<file path="config.mk">
export PLATFORM = sky130hd
export DESIGN_NAME = csi_capture_ctrl
export DESIGN_NICKNAME = d
export VERILOG_FILES = /design/src/rtl/csi_capture_ctrl.sv
export SDC_FILE = /design/constraint.sdc
export NUM_CORES = 1
export LEC_CHECK = 0
export CAP_MARGIN = 20
export CORE_MARGIN = 2
export CORE_UTILIZATION = 55
export CTS_CLUSTER_SIZE = 16
export DETAILED_ROUTE_END_ITERATION = 16
export PLACE_DENSITY = 0.72
export SYNTH_ARGS = -nofsm -noshare
export SYNTH_HDL_FRONTEND = slang
export SYNTH_SLANG_ARGS = --single-unit
</file>
<file path="constraint.sdc">
create_clock -name clk_in -period 3.4 [get_ports clk_in]
set_input_delay 1.02 -clock clk_in [delete_from_list [all_inputs] [get_ports clk_in]]
set_output_delay 1.02 -clock clk_in [all_outputs]
set_load 0.01 [all_outputs]
</file>
<file path="src/rtl/csi_capture_ctrl.sv">
// csi_capture_ctrl
//   Sequences packet capture behind the power trigger. Arming fills a
//   PRETRIG_LEN-deep delay line. A rising trigger edge in ARMED then emits a
//   window of capture_len_in samples that starts PRETRIG_LEN samples before the
//   trigger. After the window the block either re-arms after a holdoff
//   (continuous_in=1) or returns to idle.
//
// Build option:
//   CSI_CAPTURE_STATS_EN  defined   -> pkt_count_out counts completed windows
//                         undefined -> pkt_count_out tied to 0, no counter built
//
// Ports:
//   clk_in, rst_n_in       clock, async active-low reset
//   arm_in                 arm request (IDLE only)
//   continuous_in          re-arm after holdoff, sampled on the last-sample cycle
//   capture_len_in         window length (latched at trigger, 0 -> 1)
//   holdoff_len_in         holdoff in valid samples (latched at window end)
//   trigger_in             power-trigger level
//   signal_data_in/valid   input sample stream
//   capture_data_out/valid delayed sample stream during the window
//   capture_last_out       final window sample
//   done_out               pulse with capture_last_out
//   busy_out               high outside IDLE
//   pkt_count_out          completed windows (mod 2^16)
//
// state     | meaning
// S_IDLE    | waiting for arm_in
// S_FILL    | refilling the delay line after arm
// S_ARMED   | waiting for a trigger rise
// S_CAPTURE | emitting window samples
// S_HOLDOFF | counting holdoff samples before re-arming
module csi_capture_ctrl #(
  parameter int PRETRIG_LEN = 16
) (
  input  logic        clk_in,
  input  logic        rst_n_in,
  input  logic        arm_in,
  input  logic        continuous_in,
  input  logic [15:0] capture_len_in,
  input  logic [15:0] holdoff_len_in,
  input  logic        trigger_in,
  input  logic [31:0] signal_data_in,
  input  logic        signal_valid_in,
  output logic [31:0] capture_data_out,
  output logic        capture_valid_out,
  output logic        capture_last_out,
  output logic        done_out,
  output logic        busy_out,
  output logic [15:0] pkt_count_out
);

  localparam int AW = $clog2(PRETRIG_LEN);

  typedef enum logic [2:0] {S_IDLE, S_FILL, S_ARMED, S_CAPTURE, S_HOLDOFF} state_t;

  state_t        state;
  logic [31:0]   mem [PRETRIG_LEN];
  logic [AW-1:0] wr_ptr;
  logic [AW-1:0] fill_cnt;
  logic          trig_prev;
  logic [15:0]   len_q;
  logic [15:0]   cnt;
  logic [15:0]   hold_len_q;
  logic [15:0]   hold_cnt;

  logic [31:0]   delayed;
  logic [15:0]   len_eff;
  logic          rise;
  logic          fire;
  logic          cap_step;
  logic          win_end;

  // Read-before-write: the slot about to be overwritten holds the sample
  // from exactly PRETRIG_LEN valid samples ago.
  assign delayed  = mem[wr_ptr];
  assign len_eff  = (capture_len_in == 16'd0) ? 16'd1 : capture_len_in;
  assign rise     = signal_valid_in & trigger_in & ~trig_prev;
  assign fire     = (state == S_ARMED) && rise;
  assign cap_step = (state == S_CAPTURE) && signal_valid_in;
  assign win_end  = (fire && (len_eff == 16'd1)) ||
                    (cap_step && ((cnt + 16'd1) == len_q));

  // Delay line storage carries no reset; FILL rewrites every slot before use.
  always_ff @(posedge clk_in) begin
    if (signal_valid_in) mem[wr_ptr] <= signal_data_in;
  end

  always_ff @(posedge clk_in or negedge rst_n_in) begin
    if (!rst_n_in) begin
      state             <= S_IDLE;
      wr_ptr            <= '0;
      fill_cnt          <= '0;
      trig_prev         <= 1'b0;
      len_q             <= 16'd0;
      cnt               <= 16'd0;
      hold_len_q        <= 16'd0;
      hold_cnt          <= 16'd0;
      capture_data_out  <= 32'd0;
      capture_valid_out <= 1'b0;
      capture_last_out  <= 1'b0;
      done_out          <= 1'b0;
      busy_out          <= 1'b0;
    end else begin
      capture_valid_out <= 1'b0;
      capture_last_out  <= 1'b0;
      done_out          <= 1'b0;
      capture_data_out  <= 32'd0;

      if (signal_valid_in) begin
        wr_ptr    <= wr_ptr + AW'(1);
        trig_prev <= trigger_in;
      end

      if (fire || cap_step) begin
        capture_valid_out <= 1'b1;
        capture_data_out  <= delayed;
      end

      case (state)
        S_IDLE: begin
          fill_cnt <= '0;
          if (arm_in) begin
            state    <= S_FILL;
            busy_out <= 1'b1;
          end
        end
        S_FILL: begin
          if (signal_valid_in) begin
            if (fill_cnt == AW'(PRETRIG_LEN - 1)) state <= S_ARMED;
            else                                  fill_cnt <= fill_cnt + AW'(1);
          end
        end
        S_ARMED: begin
          if (fire) begin
            len_q <= len_eff;
            cnt   <= 16'd1;
            state <= S_CAPTURE;
          end
        end
        S_CAPTURE: begin
          if (cap_step) cnt <= cnt + 16'd1;
        end
        S_HOLDOFF: begin
          if (hold_len_q == 16'd0) begin
            state <= S_ARMED;
          end else if (signal_valid_in) begin
            hold_cnt <= hold_cnt + 16'd1;
            if (hold_cnt == (hold_len_q - 16'd1)) state <= S_ARMED;
          end
        end
        default: state <= S_IDLE;
      endcase

      // End of window overrides the per-state next state (covers len==1 in ARMED).
      if (win_end) begin
        capture_last_out <= 1'b1;
        done_out         <= 1'b1;
        if (continuous_in) begin
          state      <= S_HOLDOFF;
          hold_cnt   <= 16'd0;
          hold_len_q <= holdoff_len_in;
        end else begin
          state    <= S_IDLE;
          busy_out <= 1'b0;
        end
      end
    end
  end

`ifdef CSI_CAPTURE_STATS_EN
  logic [15:0] pkt_count;

  always_ff @(posedge clk_in or negedge rst_n_in) begin
    if (!rst_n_in)    pkt_count <= 16'd0;
    else if (win_end) pkt_count <= pkt_count + 16'd1;
  end

  assign pkt_count_out = pkt_count;
`else
  assign pkt_count_out = 16'd0;
`endif

endmodule

</file>
* Word-level counts from Yosys, hierarchy flattened
Memory sizes are Yosys's and may differ from the RTL's.
Cells that the tools add are included.
** Operators by class
- Add/sub/neg operators :: 5
- Multipliers :: 0
- Div/mod/pow operators :: 0
- $lt $le $gt $ge :: 0
- Eq/ne operators :: 19
- Shift operators :: 0
- Muxes and demuxes :: 31
- Bitwise operators :: 3
- Reductions and logical operators :: 16
** Operators with widths (number)
- 16-bit 2-to-1 mux :: 8
- 16-bit by 1-bit adder with 16-bit output (second input constant) :: 2
- 16-bit equality test :: 2
- 16-bit zero test :: 2
- 32-bit 2-to-1 mux :: 1
- 16-bit one-hot mux with 2 select lines :: 1
- 3-bit 2-to-1 mux :: 9
- 16-bit by 1-bit equality test with 1-bit output (second input constant) :: 1
- 16-bit by 1-bit subtractor with 16-bit output (second input constant) :: 1
- 3-bit one-hot mux with 5 select lines :: 1
- 3-bit != test (second input constant) :: 4
- 2-bit != test (second input constant) :: 5
- 4-bit by 1-bit adder with 4-bit output (second input constant) :: 2
- 1-bit 2-to-1 mux :: 8
- 4-bit 2-to-1 mux :: 2
- 4-bit != test (second input constant) :: 2
- 4-bit one-hot mux with 2 select lines :: 1
- 7-bit AND reduction :: 1
- 3-bit by 2-bit equality test with 1-bit output (second input constant) :: 2
- 3-bit AND reduction :: 2
- 4-bit equality test (second input constant) :: 1
- 1-bit logical AND :: 4
- 2-bit AND reduction :: 2
- 2-bit nonzero test :: 2
- other kinds (6) :: 8
** Word-level totals
- Bits in registers :: 111
- Latch bits :: 0
- Memory bits (writable) :: 512
- Memory bits (read-only) :: 0
- Input bits :: 70
- Output and inout port bits :: 52
- Logic and storage cells :: 87
- Memories :: 1
** Memory list
- mem :: words 16, bits a word 32, rd ports 1, clocked after Yosys merged registers in 0, wr ports 1, RTL line 57 : logic [31:0] mem [PRETRIG_LEN];

* Longest topological paths before layout
- Depth after elaboration :: 7
- Gate-level depth with buffers :: 11
- Mapped depth without buffers :: 9

* Worst setup path after synthesis
No wires, ideal clock.
- Path type :: input -> register
- Start :: in signal_valid_in
- End :: reg hold_len_q[10]
- Library setup time :: 0.069 ns
- Data arrival time :: 3.206 ns
- Data required time :: 3.331 ns
- Slack :: 0.126 ns
- Stages :: 10
- Path buffers :: 3
- Path through :: buf_4 and4b_1 buf_2 nand4b_1 a2111oi_1 o211ai_1 nor4_4 buf_6 mux2_1 nand3_1
** On the way
- Word-level cells in the longest chain between the ends :: 6
- Elaborated cells between the ends (all ways) :: 8
- Those cells by class :: bitwise (2); reduce/logical (6)
** RTL lines
- start: declaration :: RTL line 43 : input logic signal_valid_in,
- 1-bit bitwise AND (2 in series) :: RTL line 77 : assign rise = signal_valid_in & trigger_in & ~trig_prev;
- 1-bit logical AND :: RTL line 78 : assign fire = (state == S_ARMED) && rise;
- 1-bit logical AND :: RTL line 80 : assign win_end = (fire && (len_eff == 16'd1)) ||
- 1-bit logical OR (*) :: RTL line 80
- 2-bit AND reduction (no source line) (*)
- end signal: assignment :: RTL line 161 : hold_len_q <= holdoff_len_in;
- end: declaration :: RTL line 63 : logic [15:0] hold_len_q;
Every way passes the cells marked *; elsewhere a longest branch is shown, timed or not.
A chain may end at the register's enable or synchronous reset.

* Worst setup path after layout
- Start :: reg cnt[1]
- End :: reg hold_len_q[0]
** On the way
- Word-level cells in the longest chain between the ends :: 5
** RTL lines
- start: declaration :: RTL line 62 : logic [15:0] cnt;
- start signal: assignment :: RTL line 141 : if (cap_step) cnt <= cnt + 16'd1;
- 16-bit by 1-bit adder with 16-bit output :: RTL line 81 : (cap_step && ((cnt + 16'd1) == len_q));
- 16-bit equality test :: RTL line 81
- 1-bit logical AND :: RTL line 81
- 1-bit logical OR :: RTL line 80
- 2-bit AND reduction (no source line)
No other way between the ends.

==> run metrics <==
mapped cell area 25600 sq um; DRC 0; critical-path cell list ha_1 > nand3_4 > or3_1 > a2111oi_2 > o31ai_1 > nor4_4 > buf_12 > mux2_2 > o211ai_1; Die H 220 microns; multi-input logic area 6990 sq um; FF-to-FF path depth 9; Critical Path End hold_len_q[0]; crit path launch cnt[1]; r2r endpoint hold_len_q[0]; count of cell types in the netlist around 70; Clock Path Buffers 3; final setup fails 0; simple-gate area share of the yosys netlist approximately 6.6%; Final HPWL DP 31600 microns; flops & latches, synth 623; Initial Util 55.3%; fin util 64.8%; status finished, final reports clean; main combinational cell family by area after synthesis multiplexers; pin count of the biggest net entering global routing 59; initial antenna violation count 3; Cells after Synth 1402; Seq/Total Area, Yosys approximately 71%; Die Area 48300 sq um; FF-to-FF Start cnt[1]; RSZ-0062 raised after global routing false; DRT iter0 DRCs roughly 1400; Hold WC Path Type input port to asynchronous set/reset pin; Crit-path slowest cell a2111oi_2; post-CTS sizing 0; Antenna Violating Nets Remaining 0; Async S/R FF share, synth 17.8%; max-slew violation count 0; Avg Inst Size Synth 18.2 sq um; # nets final 1630; Tightest Pin Transition 843 ps; Clock Skew 37.2 ps; Post-synth top flop edfxtp_1; GRT Util Overall 23.4%; dpl ws -171 ps; GP Congestion 0.855; vias between 10000 and 15000; number of global-route vias before repair 13600; Post-synth EDFFs about 500; grt total ovfl 0; Yosys Warn Count 0; Setup CP Type flop to flop; Placed Area 27700 sq um; # hold bufs at CTS 0; Port Buf Inserts 105; CTS tree built; DR vias/cell 6.02; Clock Latency Late Sink 650 ps; critical path arrival roughly 3600 ps; worst reg2reg setup slack 350 ps; Max Fclk between 0.3 and 0.4 GHz; I/O pins around 120; Setup crit end kind flop; CTS Sinks 623; final setup margin 351 ps; Die Wd 220 microns; period utilisation layout approximately nine tenths; Layout area overhead 17.2%; CTS Root Cell clkbuf_16; CORE AREA 46300 sq um; P_leak 10.3 nW; first-pass GRT wire length 83300 microns; fin crit period 3050 ps; setup TNS 0 ps; Synth Area in Adders 0.440%; mux cell area share after synthesis 15.3%; routed length per placed instance between 20 and 25 microns; Design Power 23.0 mW; post-CTS setup buffers 0; Worst slew margin a little over two fifths; Fin. Hold Viols 0; # H-tree levels 2; flip-flop and latch area 18200 sq um; Pwr Density roughly 770 nW/um^2; critical path's largest stage delay ~450 ps; design area 30000 sq um; row cnt 79; crit start category flop; post-synthesis compound-gate area fraction 2.59%; Worst Path Required 3930 ps; Post-Synth XOR/XNOR Area 2.07%; # fillers around 3100; Peak VDD IR 0.529 mV; share of layout cells above drive strength 1 22.9%; # Max-Cap Violations 0; CTS Buf Count 60; Clock transition at path regs approximately 60 ps; drt pass-1 iters 6; DRT Wirelength roughly 54000 microns; CP Max Fanout 19
==> flip-flops by register name, summed over array words and instances, names as in the netlist <==
register,count
mem,512
capture_data_out,32
cnt,16
hold_cnt,16
hold_len_q,16
len_q,16
fill_cnt,4
wr_ptr,4
state,3
busy_out,1
capture_valid_out,1
done_out,1
trig_prev,1
==> cells by family after synthesis <==
group           after synthesis
compound gates               97
xor+xnor                     59
fa+ha+maj                     9
buf+inv                     112
flops                       623
mux                         188
other cells                   1
simple gates                313
==> placed cells by master, fill, tap and decap left out, drive strengths merged, types with 21 or more instances in the layout <==
master,instances
clkdlybuf4s50,104
buf,63
nor2,45
mux2,23
nand3,46
nand2,63
dfrtp,111
clkbuf,80
o21ai,33
xnor2,33
mux4,160
and2,51
xor2,25
nor3,21
edfxtp,512
==> layout make-up <==
type                    count  area share (%)
repair buffers            167            5.76
diodes                      2          0.0167
clock buffers              80            5.56
inverters                  17           0.213
multi-input cells         682            23.3
flip-flops and latches    623            60.6
well taps                 607            2.53
clock inverters            33            2.01
==> worst max-delay path: cells and delay by family (launching register included) <==
kind | cells | cell delay (ps)
flops | 1 | 420
compound gates | 3 | 720
buf+inv | 1 | 200
mux | 1 | 340
fa+ha+maj | 1 | 340
simple gates | 3 | 920
==> per-stage QoR <==
step / hold WS [ps] / instances
6_report: 461 / 2211
3_5_place_dp: 506 / 2096
2_1_floorplan: 470 / 1417
4_1_cts: 465 / 2209
3_3_place_gp: 498 / 2096
5_1_grt: 509 / 2209
==> power by group <==
group          internal (mW)  switching (mW)
Sequential              9.21           0.613
Clock                   4.60            2.86
Combinational           3.07            2.70
Total                   16.9            6.17
==> metal layers <==
| layer | part of all wire (%) | GRT usage, % | wire [microns] |
|---|---|---|---|
| met5 | 0.028 | 0 | 15 |
| met1 | 40 | 31.8 | 21800 |
| met3 | 6.5 | 3.57 | 3530 |
| met2 | 51 | 39.7 | 27900 |
| met4 | 1.9 | 6.67 | 1050 |
==> worst min path at each step <==
stage / from / end / slack, ps / cells after the start
2_1_floorplan: len_q[0] / len_q[0] / 470 / 2
3_3_place_gp: fill_cnt[0] / fill_cnt[0] / 500 / 1
3_5_place_dp: len_q[0] / len_q[0] / 510 / 2
4_1_cts: rst_n_in / capture_data_out[7] / 460 / 1
5_1_grt: rst_n_in / capture_data_out[7] / 510 / 1
6_report: rst_n_in / capture_data_out[3] / 460 / 1
==> cell usage after synthesis (21+ instances only) <==
library cell  number  share of area, %
nor3_1            21              0.41
buf_4             22              0.65
xor2_1            25              0.86
nand2_1           63              0.92
dfrtp_1          111                11
nand3_1           45              0.88
xnor2_1           33               1.1
mux4_2           160                14
nor2_1            45              0.66
clkbuf_1          56              0.82
o21ai_0           33              0.65
and2_1            51               1.2
edfxtp_1         512                60
Power figures use the tool's default switching activity.
